<file path="config.mk">
export PLATFORM = sky130hd
export DESIGN_NAME = wb_button_poll_master
export DESIGN_NICKNAME = d
export VERILOG_FILES = /design/src/rtl/wb_button_poll_master.sv
export SDC_FILE = /design/constraint.sdc
export NUM_CORES = 1
export LEC_CHECK = 0
export BUFFER_PORTS_ARGS = -buffer_cell sky130_fd_sc_hd__buf_2
export CAP_MARGIN = 20
export CORE_AREA = 2 2 88 90
export DETAILED_ROUTE_END_ITERATION = 8
export DIE_AREA = 0 0 90 92
export PLACE_DENSITY = 0.75
export SYNTH_ARGS = -nofsm -noshare
export SYNTH_HDL_FRONTEND = slang
export SYNTH_SLANG_ARGS = --single-unit
</file>
<file path="constraint.sdc">
create_clock -name clk -period 1.9 [get_ports clk]
set_input_delay 0.475 -clock clk [delete_from_list [all_inputs] [get_ports clk]]
set_output_delay 0.475 -clock clk [all_outputs]
set_load 0.03 [all_outputs]
</file>
<file path="src/rtl/wb_button_poll_master.sv">
// -----------------------------------------------------------------------------
// wb_button_poll_master
//
// Stand-alone Wishbone classic initiator for the button/LED responder. A poll
// timer periodically triggers a read of the button register. Rising button
// edges bump press_count, and each change of press_count is written to the
// LED register. Transactions that see no ack within TIMEOUT cycles are
// abandoned and counted.
//
// Ports:
//   clk            clock, rising edge
//   reset          asynchronous active-high reset
//   enable         runs the poll timer
//   o_wb_cyc/stb   bus cycle / strobe (identical)
//   o_wb_we        1 = write
//   o_wb_sel       byte select, 4'hF while a transaction is active
//   o_wb_addr      transaction address
//   o_wb_data      write data
//   i_wb_ack       responder acknowledge
//   i_wb_data      read data (bits [2:0] are the buttons)
//   buttons        last successfully read button value
//   press_count    number of polls that saw a rising button edge (wraps)
//   busy           high while a transaction is active
//   timeout_err    one-cycle pulse when a transaction is abandoned
//   timeout_count  number of abandoned transactions (saturating)
// -----------------------------------------------------------------------------
module wb_button_poll_master #(
    parameter logic [31:0] BTN_ADDR    = 32'h3000_0000,
    parameter logic [31:0] LED_ADDR    = 32'h3000_0004,
    parameter int unsigned POLL_CYCLES = 1000,
    parameter int unsigned TIMEOUT     = 255
) (
    input  logic        clk,
    input  logic        reset,
    input  logic        enable,
    output logic        o_wb_cyc,
    output logic        o_wb_stb,
    output logic        o_wb_we,
    output logic [3:0]  o_wb_sel,
    output logic [31:0] o_wb_addr,
    output logic [31:0] o_wb_data,
    input  logic        i_wb_ack,
    input  logic [31:0] i_wb_data,
    output logic [2:0]  buttons,
    output logic [7:0]  press_count,
    output logic        busy,
    output logic        timeout_err,
    output logic [7:0]  timeout_count
);

    localparam int unsigned TW = (POLL_CYCLES > 1) ? $clog2(POLL_CYCLES) : 1;
    localparam logic [TW-1:0] RELOAD   = TW'(POLL_CYCLES - 1);
    localparam logic [7:0]    WAIT_MAX = 8'(TIMEOUT - 1);

    typedef enum logic [1:0] {
        ST_IDLE,
        ST_RD,
        ST_WR
    } state_t;

    state_t        r_state;
    state_t        w_next_state;
    logic [TW-1:0] r_timer;
    logic [7:0]    r_wait;
    logic          r_wr_pend;
    logic [2:0]    r_buttons;
    logic [7:0]    r_press_count;
    logic          r_timeout_err;
    logic [7:0]    r_timeout_count;

    logic          w_tick;
    logic          w_active;
    logic          w_timeout;
    logic [2:0]    w_rise;
    logic          w_unused_data;

    assign w_tick        = enable && (r_timer == '0);
    assign w_active      = (r_state == ST_RD) || (r_state == ST_WR);
    // The wait counter holds the number of ack-less cycles already spent; the
    // TIMEOUT-th ack-less cycle abandons the transaction unless it carries ack.
    assign w_timeout     = w_active && !i_wb_ack && (r_wait == WAIT_MAX);
    assign w_rise        = i_wb_data[2:0] & ~r_buttons;
    assign w_unused_data = ^i_wb_data[31:3];

    // Next-state logic. The write is deferred through r_wr_pend so that one
    // idle bus cycle always separates the read from the write.
    always_comb begin
        w_next_state = r_state;
        unique case (r_state)
            ST_IDLE: begin
                if (r_wr_pend) begin
                    w_next_state = ST_WR;
                end else if (w_tick) begin
                    w_next_state = ST_RD;
                end
            end
            ST_RD, ST_WR: begin
                if (i_wb_ack || w_timeout) begin
                    w_next_state = ST_IDLE;
                end
            end
            default: w_next_state = ST_IDLE;
        endcase
    end

    always_ff @(posedge clk or posedge reset) begin
        if (reset) begin
            r_state         <= ST_IDLE;
            r_timer         <= RELOAD;
            r_wait          <= '0;
            r_wr_pend       <= 1'b0;
            r_buttons       <= '0;
            r_press_count   <= '0;
            r_timeout_err   <= 1'b0;
            r_timeout_count <= '0;
        end else begin
            r_state <= w_next_state;

            if (!enable || r_timer == '0) begin
                r_timer <= RELOAD;
            end else begin
                r_timer <= r_timer - 1'b1;
            end

            if (r_state == ST_IDLE || w_next_state == ST_IDLE) begin
                r_wait <= '0;
            end else begin
                r_wait <= r_wait + 1'b1;
            end

            r_wr_pend <= (r_state == ST_RD) && i_wb_ack && (w_rise != '0);

            if (r_state == ST_RD && i_wb_ack) begin
                r_buttons <= i_wb_data[2:0];
                if (w_rise != '0) begin
                    r_press_count <= r_press_count + 1'b1;
                end
            end

            r_timeout_err <= w_timeout;
            if (w_timeout && r_timeout_count != 8'hFF) begin
                r_timeout_count <= r_timeout_count + 1'b1;
            end
        end
    end

    // Bus outputs decode straight from the state flop so that an asynchronous
    // reset releases the bus without waiting for a clock edge.
    always_comb begin
        o_wb_cyc  = 1'b0;
        o_wb_we   = 1'b0;
        o_wb_sel  = '0;
        o_wb_addr = '0;
        o_wb_data = '0;
        unique case (r_state)
            ST_RD: begin
                o_wb_cyc  = 1'b1;
                o_wb_sel  = '1;
                o_wb_addr = BTN_ADDR;
            end
            ST_WR: begin
                o_wb_cyc  = 1'b1;
                o_wb_we   = 1'b1;
                o_wb_sel  = '1;
                o_wb_addr = LED_ADDR;
                o_wb_data = {24'h0, r_press_count};
            end
            default: ;
        endcase
    end

    assign o_wb_stb      = o_wb_cyc;
    assign busy          = o_wb_cyc;
    assign buttons       = r_buttons;
    assign press_count   = r_press_count;
    assign timeout_err   = r_timeout_err;
    assign timeout_count = r_timeout_count;

endmodule
</file>
# Word level (Yosys, flattened, before mapping)
# Index checks and enable logic that the tools add are counted.
dict set report classes {
  n_addsub 4
  n_eq_ne 4
  mux 11
  bitwise_logic 2
  n_reduce_logical 18
}
# op count
set op_table {}
lappend op_table {{$pmux 30 s2} 1}
lappend op_table {{$add 8x1->8 const B} 3}
lappend op_table {{$mux 8} 2}
lappend op_table {{$logic_not 10->1} 1}
lappend op_table {{$mux 10} 1}
lappend op_table {{$sub 10x1->10 const B} 1}
lappend op_table {{$eq 8x8->1 const B} 1}
lappend op_table {{$ne 8x8->1 const B} 1}
lappend op_table {{$logic_and 1x1->1} 6}
lappend op_table {{$mux 2} 3}
lappend op_table {{$logic_not 2->1} 2}
lappend op_table {{$logic_or 1x1->1} 4}
lappend op_table {{$mux 4} 1}
lappend op_table {{$pmux 2 s2} 1}
lappend op_table {{$and 3x3->3} 1}
lappend op_table {{$not 3->3} 1}
lappend op_table {{$reduce_bool 3->1} 1}
lappend op_table {{$eq 2x1->1 const B} 1}
lappend op_table {{$eq 2x2->1 const B} 1}
lappend op_table {{$logic_not 1->1} 2}
lappend op_table {{$mux 1} 2}
lappend op_table {{$reduce_and 2->1} 1}
lappend op_table {{$reduce_or 2->1} 1}
dict set report word_totals {
  regBits 41
  in_bits 36
  out_inout_bits 92
  word_cells 47
}

# Longest topological paths before layout
# Gate-level depths: netlist of the first run.
dict set report depth {
  word_depth 10
  depth_mapped 7
  depth_no_buf 6
}

# Worst setup path before layout of the first run
# OpenSTA, ideal clock, no wires.
dict set report synth_path {
  kind {reg2reg}
  startpoint {register r_state[0]}
  endpoint {register r_timeout_count[1] (netlist: timeout_count[1])}
  arrival_time_ps 2031
  required_time_ps 1772
  setup_slack_ps -258
  stages_incl_launch_ff 8
  path_buffers 1
  period_less_slack_ps 2158
  cell_sequence {dfrtp_1 > inv_1 > ha_1 > nor2b_1 > and3_1 > clkbuf_1 > nand2_1 > mux2_1}
}
dict set report synth_between {
  elab_chain_cells 5
  word_cells_on_any_way 6
  classes_between {eq/ne: 2; reduce/logical: 4}
}
# element line_no
set synth_lines {}
lappend synth_lines {{from (decl)} 61} ;# state_t r_state;
lappend synth_lines {{from (signal assigned)} 117} ;# r_state <= w_next_state;
lappend synth_lines {{$eq 2x1->1 or $eq 2x2->1 (tied branches)} 78} ;# assign w_active = (r_state == ST_RD) || (r_state == ST_WR);
lappend synth_lines {{$logic_or 1x1->1 *} 78}
lappend synth_lines {{$logic_and 1x1->1 * (2 in a row)} 81} ;# assign w_timeout = w_active && !i_wb_ack && (r_wait == WAIT_MAX);
lappend synth_lines {{via w_timeout} 73} ;# logic w_timeout;
lappend synth_lines {{$logic_and 1x1->1 *} 141} ;# if (w_timeout && r_timeout_count != 8'hFF) begin
lappend synth_lines {{to (signal assigned)} 142} ;# r_timeout_count <= r_timeout_count + 1'b1;
lappend synth_lines {{to (decl)} 69} ;# logic [7:0] r_timeout_count;
# Mark *: on every way through the listed nets, which the timed path passes. The rest lies on a longest branch.
# A chain may end at the register's enable or synchronous reset.

# Worst setup path in the final report of the first run
dict set report layout_path {
  startpoint {register r_timer[6]}
  endpoint {register r_wait[1]}
}
dict set report layout_between {
  elab_chain_cells 8
}
# element line_no
set layout_lines {}
lappend layout_lines {{from (decl)} 63} ;# logic [TW-1:0] r_timer;
lappend layout_lines {{from (signal assigned)} 122} ;# r_timer <= r_timer - 1'b1;
lappend layout_lines {{$logic_not 10->1} 77} ;# assign w_tick = enable && (r_timer == '0);
lappend layout_lines {{$logic_and 1x1->1} 77}
lappend layout_lines {{$mux 2} 93} ;# end else if (w_tick) begin
lappend layout_lines {{$mux 2} 91} ;# if (r_wr_pend) begin
lappend layout_lines {{$pmux 2 s2} 89} ;# unique case (r_state)
lappend layout_lines {{$logic_not 2->1} 125} ;# if (r_state == ST_IDLE || w_next_state == ST_IDLE) begin
lappend layout_lines {{$logic_or 1x1->1} 125}
lappend layout_lines {{$mux 8} 125}
lappend layout_lines {{to (signal assigned)} 128} ;# r_wait <= r_wait + 1'b1;
lappend layout_lines {{to (decl)} 64} ;# logic [7:0] r_wait;
# Every way passes these cells.

==> results.cfg, run 1 <==
[timing]
clock-skew-final_ns = 0.00874
worst_slew_pin_slew_ns = 0.884
slew_headroom_pct = 41.1
setup_ws_ns = -0.0887
period_minus_slack_ns = 1.99
hold-worst-slack_ns = 0.289
final-setup-viol-count = 8
rsz0062_at_grt = yes
report.final.slew_viol_count = 0
finalHoldViolations = 0
fin_crit_sh_pct = 105
max_freq_mhz = 503

[setup_path]
r2r_cells = 5
arrival_ns = 2.18
end_kind = flip-flop
cp-start-kind = flip-flop
required_ns = 2.09
r2r-start = r_timer[6]
ff2ff_setup_slack_ns = -0.09
critPathKind = flip-flop to flip-flop
worstPathMaxFanout = 5
r2r_end = r_wait[1]

[final_layout]
synthToLayoutAreaGrowth_pct = 21.5
drive_above_1_share_pct = 35.5
fin_area_um2 = 3040
antennaDiodeCount = 0
fill_cells = 728
fin_util_pct = 40.8
nets = 348

[cts]
clock_latency_ns = 0.29
cts_max_level = 2
numCtsBuffers = 5
clock_path_buffers = 2
cts-root-buf = clkbuf_8
clkTransAtPathRegs_ns = 0.08
cts_tree = built
clkSinkCount = 41

[run_status]
status = finished, violations left
violations = setup timing

[logic_synthesis]
synth_top_area_share_pct = 33.0
synth_area_um2 = 2500
synth_common_cells = buf_4, dfrtp_1, xnor2_1
ys.flop_type = dfrtp_1
ys_ff_latch = 41
synth_warnings = 0
ys_seq_area_share_pct = 41.4
post-synth-top-count-cell = buf_4
async_flop_share_pct = 100
synth.area.top_cells = dfrtp_1, buf_4, dfstp_2, xnor2_1, ha_1
syn_inst = 241
synth-edff-count = 0
yosysUniqueCellTypes = 39
yosys.area.top_type = dfrtp_1
avgSynthCellArea_um2 = 10.4

[pwr]
p_leak_nw = 1.47
comb_power_share_pct = 17.0
vdd_drop_max_v = 0.000413
clockPowerShare_pct = 32.3
power_frac_seq_pct = 50.7
power_density_nw_per_um2 = 577
internal-power_mw = 1.19
power.share.switching_pct = 32.0
p_switching_uw = 561

[placed_design]
numPortBuffers = 45
dpl-instance-area_um2 = 2720
gp_congestion = 0.767
dpl.hpwl_um = 3170
post-place-ws_ns = -0.199

[floorplan]
initial_core_util_pct = 33.6
core_area_um2 = 7450
die_w_um = 90
placementRows = 32
die_h_um = 92
num_io_pins = 128
fp.dieArea_um2 = 8280

[global_routing]
grt_pass1_wl_um = 7360
grt_max_degree = 42
overflow = 0
first_global_vias = 1603
grt_antenna_before_repair = 0
grt_use_total_pct = 10.7

[routing]
drc = 0
via_per_inst = 4.30
drt_iter0_markers = 25
vias = 1746
routedWlPerCell_um = 11.1
drt-pass1-iter-count = 4
routed_wl_um = 4520
postRouteAntennaNets = 0

[worst_hold_path]
hold_path.class = input pin to async pin

[run]
maxCapViolCount = 0
==> how the worst max path moves through the flow <==
stage / from / slack [ns] / endpoint
6_report: r_timer[6] / -0.09 / r_wait[1]
5_1_grt: r_timer[6] / -0.19 / r_wait[1]
4_1_cts: r_timer[1] / -0.09 / r_wait[4]
3_5_place_dp: r_timer[0] / -0.20 / r_wait[1]
3_3_place_gp: r_timer[0] / -0.09 / r_wait[6]
2_1_floorplan: r_timer[0] / -0.06 / r_wait[0]
==> power by group through the flow <==
| stage | registers [mW] | clock network, mW | logic, mW |
|---|---|---|---|
| after floorplan | 0.905 | 0 | 0.328 |
| after global placement | 0.904 | 0 | 0.278 |
| after detailed placement | 0.905 | 0 | 0.280 |
| after CTS | 0.889 | 0.575 | 0.297 |
| after global routing | 0.890 | 0.609 | 0.317 |
| final | 0.889 | 0.567 | 0.298 |
==> final cells by class <==
cell class | instances | area (um2) | area share, %
clock inverters | 3 | 17.5 | 0.576
well taps | 102 | 128 | 4.20
clock buffers | 5 | 68.8 | 2.26
repair buffers | 69 | 424 | 14.0
inverters | 6 | 22.5 | 0.741
flip-flops and latches | 41 | 1040 | 34.1
multi-input cells | 180 | 1340 | 44.2
==> what timing repair did <==
item                       CTS  global route
pin swaps                   11             4
resized for setup           27             5
hold buffers                 0             0
setup endpoints to repair   18            32
setup buffers                5             2
==> cell usage in the layout (no fill, tap or decap), drive strengths merged, types with 2 or more instances in the layout <==
cell type,count
xnor2,20
a2111oi,8
nor3,3
nor4,2
and2,11
dfstp,8
nand4,7
nor2b,2
inv,6
a31oi,2
or4,2
xor2,5
dfrtp,33
conb,53
nand3b,2
ha,9
or3,2
mux2,5
and4,2
clkinv,2
nand3,11
o21ai,2
and3,5
buf,69
nor2,2
clkbuf,5
nand2b,4
nand2,14
==> cells by family (layout without fill, tap and decap cells) <==
kind of cell,after synthesis,count (layout),synth area share (%)
other,1,53,0.150
xor gates and xnor gates,25,25,8.75
AOI/OAI and AO/OA,18,18,6.40
DFF,41,41,41.4
buffers and inverters,72,83,20.1
and+or+nand+nor,70,70,16.4
muxes,5,5,2.25
adders and majority gates,9,9,4.50
==> per-layer routing <==
metal / part of all wire (%) / global-route usage [%] / vias up
li1: - / - / 832
met1: 43 / 13.0 / 845
met2: 52 / 19.2 / 63
met3: 4.5 / 1.89 / 6
met4: 0.84 / 3.08 / 0
met5: 0 / 0 / -
==> stage by stage <==
step / TNS (ns) / power, mW / cells
2_1_floorplan: -0.490 / 1.23 / 293
3_3_place_gp: -0.552 / 1.18 / 392
3_5_place_dp: -1.21 / 1.18 / 392
4_1_cts: -0.610 / 1.76 / 405
5_1_grt: -1.32 / 1.82 / 406
6_report: -0.620 / 1.75 / 406
==> state kept, by name, summed over array words and instances (netlist names) <==
register / flops
buttons: 3
r_wr_pend: 1
press_count: 8
r_timer: 10
r_state: 2
r_wait: 8
timeout_count: 8
timeout_err: 1
==> worst max-delay path: stages (launching register included) <==
cell	delay [ns]
dfstp_2	0.38
or4_4	0.55
nor4_4	0.38
o22ai_4	0.13
buf_8	0.17
a2111oi_4	0.28
Note: power is estimated with default switching activity, not from simulation.
==> inputs of run 2 (changes only) <==
--- a/config.mk
+++ b/config.mk
@@ -7,10 +7,10 @@
 export LEC_CHECK = 0
 export BUFFER_PORTS_ARGS = -buffer_cell sky130_fd_sc_hd__buf_2
 export CAP_MARGIN = 20
-export CORE_AREA = 2 2 88 90
+export CORE_AREA = 2 2 82 84
 export DETAILED_ROUTE_END_ITERATION = 8
-export DIE_AREA = 0 0 90 92
-export PLACE_DENSITY = 0.75
+export DIE_AREA = 0 0 84 86
+export PLACE_DENSITY = 0.83
 export SYNTH_ARGS = -nofsm -noshare
 export SYNTH_HDL_FRONTEND = slang
 export SYNTH_SLANG_ARGS = --single-unit
==> run 2 against run 1 <==
Net effect:
- the run still ends with setup timing left
- design area is 1.5% higher
- global-route usage is 2.9 points higher
- combinational power is 5% higher
- critical path depth stayed put
==> results.cfg, run 2 (synthesized netlist as in run 1, its figures left out) <==
[run_status]
status = finished, violations left
violations = setup timing

[timing]
max_freq_mhz = 506
rsz0062_at_grt = yes
period_minus_slack_ns = 1.98
report.final.slew_viol_count = 0
clock-skew-final_ns = 0.0105
slew_headroom_pct = 39.0
finalHoldViolations = 0
worst_slew_pin_slew_ns = 0.915
final-setup-viol-count = 13
setup_ws_ns = -0.0771
fin_crit_sh_pct = 104

[final_layout]
final_common_cell = conb_1
final_cell_mix = conb_1, buf_4, dfrtp_1, buf_2, xnor2_1
regArea_um2 = 1040
final_cells = 383
nets = 350
fin_area_um2 = 3090
synthToLayoutAreaGrowth_pct = 23.3
antennaDiodeCount = 0
largest-register = r_timer
largest_reg_flops = 10
multi_input_area_um2 = 1350
fill_cells = 539
drive_above_1_share_pct = 36.3

[pwr]
power.share.switching_pct = 30.2
clockPowerShare_pct = 37.4
comb_power_share_pct = 16.3
power_frac_seq_pct = 46.3
p_switching_uw = 581
vdd_drop_max_v = 0.000494
p_leak_nw = 1.49
power_density_nw_per_um2 = 623
internal-power_mw = 1.34

[global_routing]
first_global_vias = 1643
grt_max_degree = 42
overflow = 0
grt_antenna_before_repair = 0
grt_pass1_wl_um = 7900
grt_use_total_pct = 13.6

[placed_design]
dp.cells = 364
dpl.hpwl_um = 3110
dpl-instance-area_um2 = 2660
gp_congestion = 0.824
numPortBuffers = 45

[worst_hold_path]
hold_path.class = input pin to async pin

[cts]
clkSinkCount = 41
clock_latency_ns = 0.30
cts-root-buf = clkbuf_8
numCtsBuffers = 5
clkTransAtPathRegs_ns = 0.09
cts_max_level = 2
holdBufCountCts = 0
cts_tree = built
clock_path_buffers = 2

[floorplan]
die_w_um = 84
num_io_pins = 128
die_h_um = 86
fp.dieArea_um2 = 7220
core_area_um2 = 6280
placementRows = 29
initial_core_util_pct = 39.9

[setup_path]
arrival_ns = 2.17
path_cells = or4_4 -> nor4_4 -> o22ai_4 -> buf_6 -> a2111oi_4
critPathKind = flip-flop to flip-flop
end_kind = flip-flop
cp-start-kind = flip-flop
critPathTopFamily = simple AND/OR/NAND/NOR gates
worstPathMaxFanout = 4
cpPeakStageDelay_ns = 0.55
required_ns = 2.09
cp.buffers_inverters = 1
cpMaxStageDelayCell = or4_4

[routing]
routedWlPerCell_um = 13.2
routed_wl_um = 5070
via_per_inst = 4.70
postRouteAntennaNets = 0
drc = 0
drt-pass1-iter-count = 4
vias = 1799
drt_iter0_markers = 33

[run]
maxCapViolCount = 0
[run 2: cell count changes in the layout (fill, tap and decap cells not counted), sizes merged]
cell / before / now
bufinv: 0 / 1
clkinv: 2 / 1
buf: 69 / 71
[run 2: cell type report]
class / count / share of cell area (%)
Timing Repair Buffer: 71 / 15.0
Clock inverter: 3 / 1.50
Inverter: 6 / 0.730
Sequential cell: 41 / 33.6
Multi-Input combinational cell: 180 / 43.9
Tap cell: 77 / 3.12
Clock buffer: 5 / 2.23
[run 2: per-stage QoR]
stage               setup WS [ns]  power [mW]  hold WS (ns)  setup TNS, ns  util (%)
floorplan                 -0.0609        1.23         0.433         -0.490         -
global placement           -0.130        1.18         0.472         -0.727      42.4
detailed placement         -0.203        1.18         0.477          -1.15      42.4
CTS                       -0.0946        1.91         0.302         -0.590      48.3
global route               -0.126        2.00         0.343          -1.72      49.2
finish                    -0.0771        1.92         0.284         -0.632      49.2
[run 2: routing by layer]
| metal | routed length [um] | vias to the layer above | global-route usage (%) |
|---|---|---|---|
| met5 | 0 | - | 0 |
| met4 | 66 | 0 | 4.69 |
| met3 | 244 | 8 | 2.31 |
| met2 | 2730 | 70 | 24.2 |
| met1 | 2030 | 882 | 16.6 |
| li1 | - | 839 | - |
[run 2: path summary, 6_finish.rpt]
path	endpoint	cells past startpoint	start	slack (ns)
setup / recovery	r_wait[0]	5	r_timer[7]	-0.08
hold / removal	r_timer[3]	3	reset	0.28
setup reg to reg	r_wait[0]	5	r_timer[7]	-0.08
hold reg to reg	press_count[7]	1	press_count[7]	0.48
max in group asynchronous	r_timer[7]	3	reset	1.25
min in group clk	r_timer[2]	2	enable	0.35
[run 2: power groups by stage]
stage	combinational, mW	clock, mW	sequential (mW)
final	0.314	0.719	0.890
after global routing	0.332	0.773	0.891
after CTS	0.297	0.720	0.889
after detailed placement	0.275	0	0.905
after global placement	0.273	0	0.904
after floorplan	0.328	0	0.905
[run 2: worst register-to-register path, stage by stage (launching register included)]
cell       delay [ns]
dfstp_2          0.38
or4_4            0.55
nor4_4           0.35
o22ai_4          0.14
buf_6            0.16
a2111oi_4        0.28
[run 2: what timing repair did]
item / in CTS / in global routing
gates resized for setup: 31 / 26
hold endpoints to repair: 0 / 0
pin swaps: 12 / 4
setup endpoints to repair: 19 / 31
setup buffers: 8 / 3
